===== config.mk =====
export PLATFORM = sky130hd
export DESIGN_NAME = debounce_bank_flat
export DESIGN_NICKNAME = d
export VERILOG_FILES = /design/src/rtl/debounce_bank_if.sv /design/src/rtl/debounce_bank.sv /design/src/flat_wrapper.sv
export SDC_FILE = /design/constraint.sdc
export NUM_CORES = 1
export LEC_CHECK = 0
export CORE_ASPECT_RATIO = 1.25
export CORE_UTILIZATION = 62
export DETAILED_ROUTE_END_ITERATION = 6
export MAX_ROUTING_LAYER = met4
export PLACE_DENSITY = 0.8
export SYNTH_ARGS = -nofsm -noshare
export SYNTH_HDL_FRONTEND = slang
export SYNTH_SLANG_ARGS = --single-unit

===== constraint.sdc =====
create_clock -name clk -period 2.9 [get_ports clk]
set_input_delay 0.58 -clock clk [delete_from_list [all_inputs] [get_ports clk]]
set_output_delay 0.58 -clock clk [all_outputs]
set_load 0.01 [all_outputs]

===== src/rtl/debounce_bank_if.sv =====
// Pin-side bundle for debounce_bank: raw pin levels in, debounced level and
// per-channel event pulses out.
interface debounce_bank_if #(
  parameter int CHANNELS = 4
);
  logic [CHANNELS-1:0] raw_in;
  logic [CHANNELS-1:0] level;
  logic [CHANNELS-1:0] rise;
  logic [CHANNELS-1:0] fall;
  logic [CHANNELS-1:0] held;
  logic [CHANNELS-1:0] rpt;

  // master drives the pins and consumes the pulses; slave is the debouncer
  modport master (
    output raw_in,
    input  level, rise, fall, held, rpt
  );

  modport slave (
    input  raw_in,
    output level, rise, fall, held, rpt
  );
endinterface


===== src/rtl/debounce_bank.sv =====
// Multi-channel button debouncer: 2-flop synchroniser, stability-window
// debounce, press/release edge pulses and long-press / auto-repeat pulses.
module debounce_bank #(
  parameter int CHANNELS      = 4,
  parameter int STABLE_CYCLES = 100000,
  parameter int HOLD_CYCLES   = 10000000,
  parameter int REPEAT_CYCLES = 2500000,
  parameter bit ACTIVE_LOW    = 1'b1
) (
  input  logic           clk,
  input  logic           reset_n,
  debounce_bank_if.slave bank
);

  localparam int DW   = $clog2(STABLE_CYCLES);
  localparam int HMAX = (HOLD_CYCLES > REPEAT_CYCLES) ? HOLD_CYCLES : REPEAT_CYCLES;
  localparam int HW   = $clog2(HMAX);

  localparam logic [DW-1:0] D_LAST = DW'(STABLE_CYCLES - 1);
  localparam logic [HW-1:0] H_LAST = HW'(HOLD_CYCLES - 1);
  localparam logic [HW-1:0] R_LAST = HW'(REPEAT_CYCLES - 1);
  localparam bit            RPT_EN = (REPEAT_CYCLES > 0);

  logic [CHANNELS-1:0] r_sync1;
  logic [CHANNELS-1:0] r_sync2;

  // Synchroniser idles at the "not pressed" pin level so reset never looks like a press
  always_ff @(posedge clk or negedge reset_n) begin
    if (!reset_n) begin
      r_sync1 <= {CHANNELS{ACTIVE_LOW}};
      r_sync2 <= {CHANNELS{ACTIVE_LOW}};
    end else begin
      r_sync1 <= bank.raw_in;
      r_sync2 <= r_sync1;
    end
  end

  genvar gi;
  generate
    for (gi = 0; gi < CHANNELS; gi++) begin : g_ch
      logic          w_s;
      logic          w_settle;
      logic          w_release;
      logic          r_level;
      logic          r_rise;
      logic          r_fall;
      logic          r_held;
      logic          r_rpt;
      logic          r_phase;
      logic [DW-1:0] r_dcnt;
      logic [HW-1:0] r_hcnt;

      assign w_s       = r_sync2[gi] ^ ACTIVE_LOW;
      assign w_settle  = (w_s != r_level) && (r_dcnt == D_LAST);
      // level is about to drop on this edge: any pending held/rpt is discarded
      assign w_release = w_settle && r_level;

      always_ff @(posedge clk or negedge reset_n) begin
        if (!reset_n) begin
          r_level <= 1'b0;
          r_rise  <= 1'b0;
          r_fall  <= 1'b0;
          r_held  <= 1'b0;
          r_rpt   <= 1'b0;
          r_phase <= 1'b0;
          r_dcnt  <= '0;
          r_hcnt  <= '0;
        end else begin
          r_rise <= 1'b0;
          r_fall <= 1'b0;
          r_held <= 1'b0;
          r_rpt  <= 1'b0;

          if (w_s == r_level) begin
            r_dcnt <= '0;
          end else if (w_settle) begin
            r_level <= w_s;
            r_dcnt  <= '0;
            r_rise  <= w_s;
            r_fall  <= ~w_s;
          end else begin
            r_dcnt <= r_dcnt + 1'b1;
          end

          if (!r_level || w_release) begin
            r_hcnt  <= '0;
            r_phase <= 1'b0;
          end else if (!r_phase) begin
            if (r_hcnt == H_LAST) begin
              r_held  <= 1'b1;
              r_hcnt  <= '0;
              r_phase <= 1'b1;
            end else begin
              r_hcnt <= r_hcnt + 1'b1;
            end
          end else if (RPT_EN) begin
            if (r_hcnt == R_LAST) begin
              r_rpt  <= 1'b1;
              r_hcnt <= '0;
            end else begin
              r_hcnt <= r_hcnt + 1'b1;
            end
          end
        end
      end

      assign bank.level[gi] = r_level;
      assign bank.rise[gi]  = r_rise;
      assign bank.fall[gi]  = r_fall;
      assign bank.held[gi]  = r_held;
      assign bank.rpt[gi]   = r_rpt;
    end
  endgenerate

endmodule


===== src/flat_wrapper.sv =====
// flat-port wrapper written by rule: the top's interface ports become plain ports
module debounce_bank_flat 
#(
  parameter int CHANNELS      = 4,
  parameter int STABLE_CYCLES = 100000,
  parameter int HOLD_CYCLES   = 10000000,
  parameter int REPEAT_CYCLES = 2500000,
  parameter bit ACTIVE_LOW    = 1'b1
)
  (clk, reset_n, bank_raw_in, bank_level, bank_rise, bank_fall, bank_held, bank_rpt);
  debounce_bank_if #(.CHANNELS(CHANNELS)) bank_i ();
  input  logic clk;
  input  logic reset_n;
  input wire logic [$bits(bank_i.raw_in)-1:0] bank_raw_in;
  output wire logic [$bits(bank_i.level)-1:0] bank_level;
  output wire logic [$bits(bank_i.rise)-1:0] bank_rise;
  output wire logic [$bits(bank_i.fall)-1:0] bank_fall;
  output wire logic [$bits(bank_i.held)-1:0] bank_held;
  output wire logic [$bits(bank_i.rpt)-1:0] bank_rpt;
  assign bank_i.raw_in = bank_raw_in;
  assign bank_level = bank_i.level;
  assign bank_rise = bank_i.rise;
  assign bank_fall = bank_i.fall;
  assign bank_held = bank_i.held;
  assign bank_rpt = bank_i.rpt;
  debounce_bank #(.CHANNELS(CHANNELS), .STABLE_CYCLES(STABLE_CYCLES), .HOLD_CYCLES(HOLD_CYCLES), .REPEAT_CYCLES(REPEAT_CYCLES), .ACTIVE_LOW(ACTIVE_LOW)) u_core (.clk(clk), .reset_n(reset_n), .bank(bank_i));
endmodule

; ---- Word-level counts from Yosys, hierarchy flattened
; Cells that the tools add are included.
[op_classes]
add_sub_neg = 8
eq_ne = 20
n_mux = 72
bitwise_logic = 8
reduce_logical = 20
[op_table]
columns = op, count
row1 = 24-bit 2-to-1 mux, 16
row2 = 17-bit 2-to-1 mux, 8
row3 = "24-bit by 1-bit adder with 24-bit output, second input constant", 4
row4 = "24-bit by 22-bit equality test with 1-bit output, second input constant", 4
row5 = "24-bit equality test, second input constant", 4
row6 = "17-bit by 1-bit adder with 17-bit output, second input constant", 4
row7 = "17-bit equality test, second input constant", 4
row8 = 1-bit 2-to-1 mux, 48
row9 = 1-bit logical AND, 8
row10 = 1-bit NOT, 8
row11 = 2-bit AND reduction, 4
row12 = 1-bit equality test, 4
row13 = 1-bit logical NOT, 4
row14 = 1-bit logical OR, 4
row15 = 1-bit inequality test, 4
[totals]
regBits = 196
out_inout_bits = 20
wordCells = 162

; ---- Depth between registers and ports, before layout
[logic_depth]
word_depth = 6
mapped_depth = 8

; ---- Worst setup path after synthesis
; OpenSTA, ideal clock, no wires.
[synth_path]
path_kind = reg-to-reg
from = register u_core.g_ch[1].r_hcnt[0]
to = register u_core.g_ch[1].r_hcnt[16]
setup_time_ns = 0.119
t_arrival_ns = 2.137
slack_ns = 0.645
path_stages_with_launch = 8
path_cell_list = dfrtp_1 -> ha_1 -> nand4_1 -> or4_1 -> or4b_4 -> nand3b_4 -> buf_8 -> nor2_1
[synth_via]
elab_chain_len = 4
elab_cells_between_ends = 7
cone_classes = add/sub: 1 / eq/ne: 2 / mux: 4
[synth_lines]
columns = item, line_no
row1 = start: declaration, debounce_bank.sv:51  ; logic [HW-1:0] r_hcnt;
row2 = start signal: assignment, debounce_bank.sv:94  ; r_hcnt <= r_hcnt + 1'b1;
row3 = start signal: assignment, debounce_bank.sv:101  ; r_hcnt <= r_hcnt + 1'b1;
row4 = 24-bit by 1-bit adder with 24-bit output (tied with other cells), "debounce_bank.sv:94, debounce_bank.sv:101"
row5 = "24-bit 2-to-1 mux, on equally long branches", "debounce_bank.sv:89, debounce_bank.sv:97"
row6 = 24-bit 2-to-1 mux (*), debounce_bank.sv:88  ; end else if (!r_phase) begin
row7 = 24-bit 2-to-1 mux (*), debounce_bank.sv:85  ; if (!r_level || w_release) begin
; Mark *: on every way between the ends. The rest lies on a longest branch, timed or not.
; A chain may end at the register's enable or synchronous reset.

; ---- Worst setup path in the final report
[layout_path]
from = register u_core.g_ch[1].r_hcnt[0]
to = register u_core.g_ch[1].r_hcnt[23]
; The elaborated chain is that of the path after synthesis.

==> results.txt <==
The count of cells along the worst register-to-register path came out at 6. In this run the standard cell core region covers 14600 um2. The post-route clock skew is 0.0132 ns. IR analysis of the VDD net gives a maximum drop of 0.000378 V. The vertical die dimension came out at 139 um. The average wire per standard cell came out at 14.5 um. The congestion estimate from routability-driven global placement came to 0.887.

TritonCTS built the clock tree. Sorting the synthesized cells by how often they occur yields sky130_fd_sc_hd__nor2_1, sky130_fd_sc_hd__dfrtp_1, sky130_fd_sc_hd__xor2_1. Setup repair after global routing left no endpoint under its margin.

The critical path goes through ha_1 > nand4_1 > or4_1 > or4b_4 > nand3b_4 > nor2_1. Adding up every negative setup slack in the final design gives 0 ns. The fraction of post-synthesis cell area in the top cell type by area is 0.502. The biggest area contributor in the post-synthesis netlist is sky130_fd_sc_hd__dfrtp_1. The floorplan step set the die width to 112 um. The critical-path cell with the highest stage delay is sky130_fd_sc_hd__or4_1.

The number of placement rows came out at between 40 and 50. The maximum single-stage delay on the critical path came out at about 0.58 ns. The latest clock arrival within the worst-skew pair came out at 0.43 ns. The first-pass iteration count of the detailed router came out at 7. During synthesis, Yosys emitted a total of 0 warnings. Of all flip-flops after synthesis, the portion carrying an async set or reset was 1.00. The number of hold buffers added after CTS was 0.

Measured against its own limit, the worst slew margin works out to 0.404. In the post-synthesis netlist, the biggest area contributors are sky130_fd_sc_hd__dfrtp_1, sky130_fd_sc_hd__xor2_1, sky130_fd_sc_hd__nor2_1. The final standard cell area without fillers is approximately 10000 um2. In the routed design, unresolved DRC markers number 3. The H-tree was split into 4 levels. The data required time of the critical path came out at 3.21 ns.

The minimum clock period after layout is 2.47 ns. The min-delay analysis places its worst path in the category in -> async. The path length in cells of the critical path came out at 6. The number of nets in the layout came out at 975. The category of the worst setup path capture point is a flop. The count of flip-flops with a built-in enable after synthesis came out at 0. Entering global routing, the biggest net connects 88 pins.

The most used flip-flop cell after synthesis is sky130_fd_sc_hd__dfrtp_1. The power consumption is 5.23 mW. The number of nets produced by synthesis came out at 954. Synthesis instantiated 40 different standard cells from the library. The max-slew violation count came out at 0. The total routed wirelength came out at roughly 17000 um. The area growth from synthesis to layout is 9.93%. The number of buffer cells added on primary ports is 25. The post-CTS setup-driven buffer insertion count is 0. Once detailed placement completed, the half-perimeter wirelength came to 11200 um. The part of the Yosys area used for sequential elements is 0.524.

The CTS buffer count came out at 17. Of all nets on the critical path, the largest fanout is 23. The post-route clock period utilization came out at 0.850. The count of pins on the block boundary is 26. The overall fraction of global-route tracks in use is 0.241. The wire length of the first global-routing pass is 29500 um.

The number of endpoints with negative hold slack in the final report came out at 0. The number of diodes added for antenna fixing came out at 0. The final global-route overflow total is 0. The total power density per cell area came out at 507 nW/um2. The via total after detailed routing is around 6600. The via count of the first global-routing pass is about 6400. The clock sink total is 196. The clock tree buffer depth is 2. The slew at the pin closest to its max-slew limit is between 0.8 and 0.9 ns. The worst path buffer plus inverter count is 0.

Clock tree synthesis selected as its root buffer the cell sky130_fd_sc_hd__clkbuf_16. The worst setup path is launched from a flop. Grouping stages by cell kind, the critical path spends the most delay in simple AND/OR/NAND/NOR gates.

The type of the worst setup path is reg -> reg. After clock tree synthesis, the repair step resized 0 gates. Among all cell types in the netlist, the one instantiated most often is sky130_fd_sc_hd__nor2_1. For this configuration, the core starts out at a cell density of 0.643.

The leakage power total is 4.18 nW. The number of antenna violations at the first check in global routing was 0. The synthesis-stage register bit count came out at 196.

The post-CTS clock slew at the launch and capture registers of the worst setup and hold paths is roughly 0.07 ns. The netlist area before placement is 9380 um2. After detailed placement, the total cell area comes to 9720 um2.

In the routed layout, each cell is associated on average with a via count of 5.72. The number of violations reported at the end of detailed-routing iteration 0 came out at between 300 and 400. The data arrival time of the worst path came out at 2.78 ns. The residual antenna-violating net count after detailed routing came out at 0. The number of endpoints failing setup at the final stage came out at 0. The final reports fail on design-rule violations. The floorplan step defined a die boundary enclosing 15600 um2.

The run finished, with violations left. In the final layout, the share of cells above drive strength 1 is 0.0708. Synthesis handed over a netlist of 940 instances. The highest clock frequency the design can meet is 406 MHz.

Across the run, the number of max-cap violations was 0. The average instance area after synthesis came out at 9.97 um2.
## kinds of logic after synthesis
group / count (synthesis) / share of synthesized area
AO/OA/AOI/OAI: 13 / 0.00747
XOR/XNOR: 150 / 0.140
flip-flops: 196 / 0.524
buffers and inverters: 57 / 0.0364
adder cells (fa/ha/maj): 8 / 0.0107
AND/OR/NAND/NOR: 516 / 0.281
## final timing paths
kind                                          start                        end  slack (ns)
max                        u_core.g_ch[1].r_hcnt[0]  u_core.g_ch[1].r_hcnt[23]        0.43
min                                         reset_n  u_core.g_ch[3].r_hcnt[12]        0.18
max reg2reg                u_core.g_ch[1].r_hcnt[0]  u_core.g_ch[1].r_hcnt[23]        0.43
min reg2reg                       u_core.r_sync1[2]          u_core.r_sync2[2]        0.36
max in group asynchronous                   reset_n          u_core.r_sync1[3]        1.98
min in group clk                  u_core.r_sync1[2]          u_core.r_sync2[2]        0.36
## layout by cell type, fill, tap and decap left out, drive strengths merged, types with 6 or more instances in the layout
cell type,Yosys,routed
nor2,201,201
dfrtp,188,188
xor2,96,96
nand2,68,68
nand3,59,59
xnor2,54,54
nand4,51,51
inv,20,27
clkdlybuf4s50,0,24
and3,22,22
nor3,21,21
clkbuf,11,20
nor4,17,17
buf,26,14
and4,12,12
nor4b,12,12
o21ai,8,8
ha,8,8
dfstp,8,8
or4,8,8
or2,7,7
or4b,6,6
## where the power goes
part	internal (mW)	switching [mW]	leakage, nW	total, mW
Combinational	0.0302	0.0788	1.20	0.109
Sequential	2.76	0.0194	2.70	2.78
Clock	1.26	1.08	0.285	2.34
Total	4.05	1.18	4.18	5.23
## layout make-up
class                   count  area [um2]
multi-input cells         687        4120
clock buffers              19         453
fillers                  1094        4290
clock inverters            13         138
flip-flops and latches    196        4910
repair buffers             39         384
inverters                  20        75.1
well taps                 178         223
## flip-flops by register name, summed over array words and instances (netlist names)
register / count
u_core.g_ch.r_dcnt: 68
u_core.g_ch.r_held: 4
u_core.g_ch.r_hcnt: 96
u_core.g_ch.r_rise: 4
u_core.r_sync2: 4
u_core.g_ch.r_phase: 4
u_core.g_ch.r_level: 4
u_core.g_ch.r_fall: 4
u_core.g_ch.r_rpt: 4
u_core.r_sync1: 4
## metal layers
metal | track usage | routed length, um | vias up | share of wire
met1 | 0.302 | 7490 | 3185 | 0.45
met4 | 0.0982 | 342 | 0 | 0.020
met5 | - | 0 | - | 0
met2 | 0.388 | 8390 | 139 | 0.50
met3 | 0.0427 | 480 | 34 | 0.029
li1 | - | - | 3226 | -
## through the flow
stage / instances / worst slack, ns / util / hold slack [ns]
floorplan: 940 / 0.645 / - / 0.284
global placement: 1120 / 0.542 / 0.666 / 0.346
detailed placement: 1120 / 0.466 / 0.666 / 0.348
CTS: 1152 / 0.429 / 0.706 / 0.210
global route: 1152 / 0.296 / 0.706 / 0.242
finish: 1152 / 0.435 / 0.706 / 0.181
Power figures use the tool's default switching activity.
